File: config.mk
export PLATFORM = sky130hd
export DESIGN_NAME = hbram_cal_mst_mc_flat
export DESIGN_NICKNAME = d
export VERILOG_FILES = /design/src/rtl/hbram_cal_mst_mc_pkg.sv /design/src/rtl/hbram_cal_mst_mc_if.sv /design/src/rtl/hbram_cal_mst_mc_win.sv /design/src/rtl/hbram_cal_mst_mc.sv /design/src/flat_wrapper.sv
export SDC_FILE = /design/constraint.sdc
export NUM_CORES = 1
export LEC_CHECK = 0
export ABC_AREA = 1
export CAP_MARGIN = 20
export CORE_UTILIZATION = 50
export CTS_CLUSTER_SIZE = 12
export DETAILED_ROUTE_END_ITERATION = 7
export MAX_ROUTING_LAYER = met4
export PLACE_DENSITY = 0.67
export SLEW_MARGIN = 0
export SYNTH_ARGS = -nofsm -noshare
export SYNTH_HDL_FRONTEND = slang
export SYNTH_SLANG_ARGS = --single-unit
File: constraint.sdc
create_clock -name clk -period 3.9 [get_ports clk]
set_input_delay 1.17 -clock clk [delete_from_list [all_inputs] [get_ports clk]]
set_output_delay 1.17 -clock clk [all_outputs]
set_load 0.05 [all_outputs]
File: src/rtl/hbram_cal_mst_mc_pkg.sv
// Shared types and helpers for the multi-channel HyperRAM read-delay calibration master.
package hbram_cal_pkg;

  typedef enum logic [2:0] {
    ST_WAIT_INIT,
    ST_RST_SLV,
    ST_SETTLE,
    ST_RUN,
    ST_RECORD,
    ST_CENTER,
    ST_APPLY,
    ST_DONE
  } cal_state_e;

  // Ceiling log2, never below 1 so a counter always has at least one bit.
  function automatic int unsigned clog2(input int unsigned v);
    int unsigned r;
    int unsigned x;
    r = 0;
    x = 1;
    while (x < v) begin
      x = x << 1;
      r = r + 1;
    end
    return (r == 0) ? 1 : r;
  endfunction

  function automatic int unsigned code_max(input int unsigned dly_w);
    return (1 << dly_w) - 1;
  endfunction

endpackage

File: src/rtl/hbram_cal_mst_mc_if.sv
// Master <-> calibration-slave control bundle, one bit per channel.
interface hbram_cal_mst_mc_if #(
  parameter int unsigned NUM_CH = 2
) ();
  logic [NUM_CH-1:0] cal_rstn;
  logic [NUM_CH-1:0] cal_en;
  logic [NUM_CH-1:0] cal_done;
  logic [NUM_CH-1:0] cal_fail;

  modport master (output cal_rstn, output cal_en, input cal_done, input cal_fail);
  modport slave  (input cal_rstn, input cal_en, output cal_done, output cal_fail);
endinterface

File: src/rtl/hbram_cal_mst_mc_win.sv
// Longest contiguous passing-window tracker; earliest window wins ties, no wrap-around.
module hbram_cal_win #(
  parameter int unsigned DLY_W = 3
) (
  input  logic             clk,
  input  logic             rst_n,
  input  logic             clr,
  input  logic             rec,
  input  logic             pass,
  input  logic [DLY_W-1:0] code,
  output logic [DLY_W:0]   best_len,
  output logic [DLY_W-1:0] centre
);
  logic [DLY_W-1:0] run_start;
  logic [DLY_W:0]   run_len;
  logic [DLY_W-1:0] best_start;
  logic [DLY_W-1:0] nx_start;
  logic [DLY_W:0]   nx_len;

  always_comb begin
    nx_start = (run_len == '0) ? code : run_start;
    nx_len   = run_len + 1'b1;
  end

  always_ff @(posedge clk or negedge rst_n) begin
    if (!rst_n) begin
      run_start  <= '0;
      run_len    <= '0;
      best_start <= '0;
      best_len   <= '0;
    end else if (clr) begin
      run_start  <= '0;
      run_len    <= '0;
      best_start <= '0;
      best_len   <= '0;
    end else if (rec) begin
      if (pass) begin
        run_start <= nx_start;
        run_len   <= nx_len;
        if (nx_len > best_len) begin
          best_start <= nx_start;
          best_len   <= nx_len;
        end
      end else begin
        run_len <= '0;
      end
    end
  end

  // Floor centre of the best window; meaningless while best_len is zero.
  assign centre = best_start + DLY_W'((best_len - 1'b1) >> 1);

endmodule

File: src/rtl/hbram_cal_mst_mc.sv
// Sequential per-channel read-delay sweep; programs the centre of the longest passing window.
module hbram_cal_mst_mc
  import hbram_cal_pkg::*;
#(
  parameter int unsigned NUM_CH      = 2,
  parameter int unsigned DLY_W       = 3,
  parameter int unsigned MAX_RETRY   = 2,
  parameter int unsigned RST_CYC     = 4,
  parameter int unsigned SETTLE_CYC  = 16,
  parameter int unsigned TIMEOUT_CYC = 4096
) (
  input  logic                    clk,
  input  logic                    rst_n,
  input  logic                    init_rdy,
  input  logic                    cal_start,
  hbram_cal_mst_mc_if.master      cal,
  output logic [NUM_CH*DLY_W-1:0] rdav_dly,
  output logic [NUM_CH-1:0]       ch_fail,
  output logic                    mst_cal_done,
  output logic                    mst_cal_fail
);
  localparam int unsigned CH_W     = clog2(NUM_CH);
  localparam int unsigned RTY_W    = clog2(MAX_RETRY + 1);
  localparam int unsigned TMO_W    = clog2(TIMEOUT_CYC + 1);
  localparam int unsigned DCNT_MAX = (RST_CYC > SETTLE_CYC) ? RST_CYC : SETTLE_CYC;
  localparam int unsigned DCNT_W   = clog2(DCNT_MAX + 1);
  localparam logic [DLY_W-1:0] CODE_MAX = DLY_W'(code_max(DLY_W));
  localparam logic [CH_W-1:0]  CH_LAST  = CH_W'(NUM_CH - 1);

  cal_state_e state, state_nx;

  logic [CH_W-1:0]                 ch;
  logic [DLY_W-1:0]                code;
  logic [RTY_W-1:0]                retry;
  logic [DCNT_W-1:0]               dly_cnt;
  logic [TMO_W-1:0]                tmo_cnt;
  logic                            res_pass;
  logic [NUM_CH-1:0][DLY_W-1:0]    dly_q;

  logic                            win_clr;
  logic                            win_rec;
  logic                            run_end;
  logic                            run_pass;
  logic [DLY_W:0]                  win_len;
  logic [DLY_W-1:0]                win_centre;

  hbram_cal_win #(.DLY_W(DLY_W)) u_win (
    .clk      (clk),
    .rst_n    (rst_n),
    .clr      (win_clr),
    .rec      (win_rec),
    .pass     (res_pass),
    .code     (code),
    .best_len (win_len),
    .centre   (win_centre)
  );

  always_comb begin
    state_nx     = state;
    cal.cal_rstn = '0;
    cal.cal_en   = '0;
    win_clr      = 1'b0;
    win_rec      = 1'b0;
    run_end      = 1'b0;
    run_pass     = 1'b0;
    case (state)
      ST_WAIT_INIT: begin
        win_clr = 1'b1;
        if (init_rdy) state_nx = ST_RST_SLV;
      end
      ST_RST_SLV: begin
        if (dly_cnt == DCNT_W'(RST_CYC - 1)) state_nx = ST_SETTLE;
      end
      ST_SETTLE: begin
        cal.cal_rstn[ch] = 1'b1;
        if (dly_cnt == DCNT_W'(SETTLE_CYC - 1)) state_nx = ST_RUN;
      end
      ST_RUN: begin
        cal.cal_rstn[ch] = 1'b1;
        cal.cal_en[ch]   = 1'b1;
        // Fail and timeout take priority over done, so done&fail counts as a fail.
        if (cal.cal_fail[ch] || tmo_cnt == TMO_W'(TIMEOUT_CYC - 1)) begin
          run_end = 1'b1;
        end else if (cal.cal_done[ch]) begin
          run_end  = 1'b1;
          run_pass = 1'b1;
        end
        if (run_end) state_nx = ST_RECORD;
      end
      ST_RECORD: begin
        cal.cal_rstn[ch] = 1'b1;
        win_rec          = 1'b1;
        state_nx         = (code == CODE_MAX) ? ST_CENTER : ST_RST_SLV;
      end
      ST_CENTER: begin
        if (win_len == '0 && retry < RTY_W'(MAX_RETRY)) begin
          win_clr  = 1'b1;
          state_nx = ST_RST_SLV;
        end else begin
          state_nx = ST_APPLY;
        end
      end
      ST_APPLY: begin
        cal.cal_rstn[ch] = 1'b1;
        win_clr          = 1'b1;
        state_nx         = (ch == CH_LAST) ? ST_DONE : ST_RST_SLV;
      end
      ST_DONE: begin
        cal.cal_rstn = '1;
        if (cal_start) state_nx = ST_WAIT_INIT;
      end
      default: state_nx = ST_WAIT_INIT;
    endcase
    if (!init_rdy && state != ST_WAIT_INIT) state_nx = ST_WAIT_INIT;
  end

  always_ff @(posedge clk or negedge rst_n) begin
    if (!rst_n) begin
      state    <= ST_WAIT_INIT;
      ch       <= '0;
      code     <= '0;
      retry    <= '0;
      dly_cnt  <= '0;
      tmo_cnt  <= '0;
      res_pass <= 1'b0;
      dly_q    <= '0;
      ch_fail  <= '0;
    end else begin
      state <= state_nx;

      if (state_nx != state)                         dly_cnt <= '0;
      else if (state == ST_RST_SLV || state == ST_SETTLE) dly_cnt <= dly_cnt + 1'b1;

      if (state_nx != state)    tmo_cnt <= '0;
      else if (state == ST_RUN) tmo_cnt <= tmo_cnt + 1'b1;

      // Any return to WAIT_INIT (abort or rerun request) wipes progress and status.
      if (state_nx == ST_WAIT_INIT) begin
        ch      <= '0;
        code    <= '0;
        retry   <= '0;
        dly_q   <= '0;
        ch_fail <= '0;
      end else begin
        case (state)
          ST_RST_SLV: dly_q[ch] <= code;
          ST_RUN:     res_pass  <= run_pass;
          ST_RECORD:  if (code != CODE_MAX) code <= code + 1'b1;
          ST_CENTER: begin
            if (win_len == '0) begin
              if (retry < RTY_W'(MAX_RETRY)) begin
                retry <= retry + 1'b1;
                code  <= '0;
              end else begin
                ch_fail[ch] <= 1'b1;
                dly_q[ch]   <= '0;
              end
            end else begin
              dly_q[ch] <= win_centre;
            end
          end
          ST_APPLY: begin
            if (ch != CH_LAST) begin
              ch    <= ch + 1'b1;
              retry <= '0;
              code  <= '0;
            end
          end
          default: ;
        endcase
      end
    end
  end

  assign rdav_dly     = dly_q;
  assign mst_cal_done = (state == ST_DONE);
  assign mst_cal_fail = mst_cal_done & (|ch_fail);

endmodule

File: src/flat_wrapper.sv
// flat-port wrapper written by rule: the top's interface ports become plain ports
module hbram_cal_mst_mc_flat import hbram_cal_pkg::*;
#(
  parameter int unsigned NUM_CH      = 2,
  parameter int unsigned DLY_W       = 3,
  parameter int unsigned MAX_RETRY   = 2,
  parameter int unsigned RST_CYC     = 4,
  parameter int unsigned SETTLE_CYC  = 16,
  parameter int unsigned TIMEOUT_CYC = 4096
)
  (clk, rst_n, init_rdy, cal_start, rdav_dly, ch_fail, mst_cal_done, mst_cal_fail, cal_cal_rstn, cal_cal_en, cal_cal_done, cal_cal_fail);
  hbram_cal_mst_mc_if #(.NUM_CH(NUM_CH)) cal_i ();
  input  logic clk;
  input  logic rst_n;
  input  logic init_rdy;
  input  logic cal_start;
  output logic [NUM_CH*DLY_W-1:0] rdav_dly;
  output logic [NUM_CH-1:0] ch_fail;
  output logic mst_cal_done;
  output logic mst_cal_fail;
  output wire logic [$bits(cal_i.cal_rstn)-1:0] cal_cal_rstn;
  output wire logic [$bits(cal_i.cal_en)-1:0] cal_cal_en;
  input wire logic [$bits(cal_i.cal_done)-1:0] cal_cal_done;
  input wire logic [$bits(cal_i.cal_fail)-1:0] cal_cal_fail;
  assign cal_cal_rstn = cal_i.cal_rstn;
  assign cal_cal_en = cal_i.cal_en;
  assign cal_i.cal_done = cal_cal_done;
  assign cal_i.cal_fail = cal_cal_fail;
  hbram_cal_mst_mc #(.NUM_CH(NUM_CH), .DLY_W(DLY_W), .MAX_RETRY(MAX_RETRY), .RST_CYC(RST_CYC), .SETTLE_CYC(SETTLE_CYC), .TIMEOUT_CYC(TIMEOUT_CYC)) u_core (.clk(clk), .rst_n(rst_n), .init_rdy(init_rdy), .cal_start(cal_start), .cal(cal_i), .rdav_dly(rdav_dly), .ch_fail(ch_fail), .mst_cal_done(mst_cal_done), .mst_cal_fail(mst_cal_fail));
endmodule
==> out/qor.yml <==
outcome: "finished clean"
drt-initial-drc-count: 110
ys_ff_latch: 50
worst_r2r_path_depth: 10
globalRoute.busiestLayer: "met2"
postRouteAntennaNets: 0
dr_total_vias: 2653
gr-usage-all-layers_pct: 23.66
ys_seq_area_share_pct: 39.40
wirelength_mm: 6.664
use_met2_pct: 38.33
rr_endpoint: "u_core.dly_cnt[1]"
grt_pass1_wl_mm: 11.63
gr-usage-met3_pct: 3.667
setup.worst_path.end: "cal_cal_en[0]"
cts.sinks: 50
cts_root_buffer: "clkbuf_8"
cts_tree: "yes"
drtPass1Iterations: 4
setup_slack_ns: 0.4112
synth-warning-count: 0
initial_utilization_pct: 52.70
netlist_area_um2: 3176
setup_tns_ns: 0
boundaryPins: 22
post-cts-setup-buffers: 0
syn_avg_cell_area_um2: 7.745
ir_drop_mv: 0.2403
die_area_um2: 6674
r2r-start: "u_core.state[2]"
core_area_um2: 6026
fin_cells: 506
cts_hold_buffers: 0
place_inst: 500
antenna_found_initial: 0
clock.fmax_mhz: 286.6
fin_crit_sh_pct: 89.46
gr-total-overflow: 0
wl_per_cell_um: 13.17
setup_viol: 0
p_leak_nw: 1.680
power.total_mw: 1.276
synth_edf_count: 0
finalMaxSlewViolations: 0
slew_headroom_pct: 43.43
finalHoldViolCount: 0
cts_resized: 0
numCtsBuffers: 5
crit_arrival_ns: 2.32
max_cap_viol_count: 0
portBuffers: 21
num_rows: 28
tightest_slew_ns: 0.8485
grt_max_degree: 38
startpoint_type: "flip-flop"
rsz0062_at_grt: "false"
clk_pin_slew_worst_paths_ns: 0.09
die_w_um: 81.70
vias_per_cell: 5.243
grt_pass1_vias: 2572
n_antenna_cell: 0
hp-class: "flip-flop to flip-flop"
clock_path_buffers: 2
insertion_delay_ns: 0.30
nets: 455
ys.flop_type: "dfrtp_1"
worstPathMaxFanout: 10
critPathKind: "flip-flop to primary output"
die-height_um: 81.70
async_flop_share_pct: 100.0
crit_start: "u_core.state[1]"
yosysUniqueCellTypes: 34
cts.htree.levels: 2
dpl_worst_slack_ns: 0.6827
skew_ns: 0.005353
required_ns: 2.73
gp_congestion: 0.8393
synth_nets: 433
drive_gt1_share_pct: 9.049
final_util_pct: 58.31
nFillCells: 582
hpwl_mm: 5.104
min_period_ns: 3.489
netlist_instances: 410
ff2ff_setup_slack_ns: 1.16
end_kind: "primary output"
area_delta_synth_final_pct: 10.64
drc_errors: 0
grt_use_met1_pct: 30.51
power_density_nw_per_um2: 363.2
## layout make-up
cell class	count	area (um2)	area share, %
Multi-Input combinational cell	290	1633	46.47
Clock buffer	6	82.58	2.350
Sequential cell	50	1251	35.61
Inverter	62	232.7	6.624
Timing Repair Buffer	23	220.2	6.268
Tap cell	75	93.84	2.671
## power by group
group          internal (mW)  switching (mW)
Clock                  0.137           0.165
Sequential             0.562          0.0411
Combinational          0.124           0.247
Total                  0.823           0.453
## state kept, by name (all words and copies together), names as in the netlist, 3 cells and up
register and flops:
u_core.rdav_dly 6, u_core.u_win.run_start 3, u_core.dly_cnt 5, u_core.u_win.best_start 3, u_core.state 3, u_core.code 3, u_core.tmo_cnt 13, u_core.u_win.best_len 4
u_core.u_win.run_len 4
## worst min path at each step
stage	cells past startpoint	endpoint	start	slack, ns
finish	2	u_core.rdav_dly[0]	u_core.rdav_dly[0]	0.51
global route	2	u_core.rdav_dly[0]	u_core.rdav_dly[0]	0.53
CTS	2	u_core.rdav_dly[0]	u_core.rdav_dly[0]	0.51
detailed placement	2	u_core.rdav_dly[0]	u_core.rdav_dly[0]	0.49
global placement	2	u_core.rdav_dly[4]	u_core.rdav_dly[4]	0.49
floorplan	2	u_core.u_win.best_len[1]	u_core.u_win.best_len[1]	0.48
## cells by family after synthesis
| group | count (synthesis) | synth area share [%] |
|---|---|---|
| AND/OR/NAND/NOR | 193 | 27.90 |
| buffers and inverters | 70 | 9.180 |
| AO/OA/AOI/OAI | 56 | 9.811 |
| flip-flops | 50 | 39.40 |
| XOR/XNOR | 20 | 5.516 |
| adder cells (fa/ha/maj) | 15 | 6.147 |
| multiplexers | 6 | 2.049 |
## per-layer routing
layer	routed length (um)	part of all wire [%]
met4	92	1.4
met3	228	3.4
met5	0	0
met2	3100	47
met1	3242	49
## synth_stat cells (2+ instances only)
master / number / share of area (%)
xor2_1: 13 / 3.6
inv_1: 59 / 7.0
or2_1: 2 / 0.39
o2111ai_1: 6 / 1.7
ha_1: 14 / 5.5
o21ai_0: 24 / 3.8
buf_2: 2 / 0.32
nor2_2: 10 / 2.0
nand4_1: 11 / 2.2
inv_2: 2 / 0.24
nand3_1: 24 / 3.8
nand2_1: 79 / 9.3
o22ai_1: 2 / 0.39
mux2_2: 4 / 1.4
xnor2_1: 7 / 1.9
clkbuf_1: 2 / 0.24
dfrtp_1: 50 / 39
nand2_2: 6 / 1.2
nand3_2: 5 / 1.6
nor3_1: 6 / 0.95
nand3b_1: 2 / 0.47
buf_6: 3 / 1.1
mux2i_1: 2 / 0.63
nor2_1: 45 / 5.3
a21oi_1: 21 / 3.3
## per-stage QoR
step / hold slack (ns) / cell area [um2]
global route: 0.5318 / 3513
CTS: 0.5110 / 3513
detailed placement: 0.4916 / 3431
floorplan: 0.4778 / 3176
global placement: 0.4856 / 3431
finish: 0.5070 / 3513
## placed cells by master, fill, tap and decap left out, drive strengths merged, types with 4 or more instances in the layout
cell type / synthesis / final
nand2: 85 / 85
inv: 61 / 61
nor2: 56 / 56
dfrtp: 50 / 50
nand3: 29 / 29
o21ai: 26 / 26
a21oi: 21 / 21
clkdlybuf4s50: 0 / 20
ha: 14 / 14
xor2: 13 / 13
nand4: 11 / 11
xnor2: 7 / 7
nor3: 6 / 6
o2111ai: 6 / 6
clkbuf: 2 / 6
mux2: 4 / 4
## critical path: stages (launching register included)
cell,delay (ns)
dfrtp_1,0.52
nand2_1,0.17
nor2_4,0.26
inv_1,0.14
nor2_1,0.10
clkdlybuf4s50_1,0.82
No activity file was read; power rests on OpenSTA's default activity.
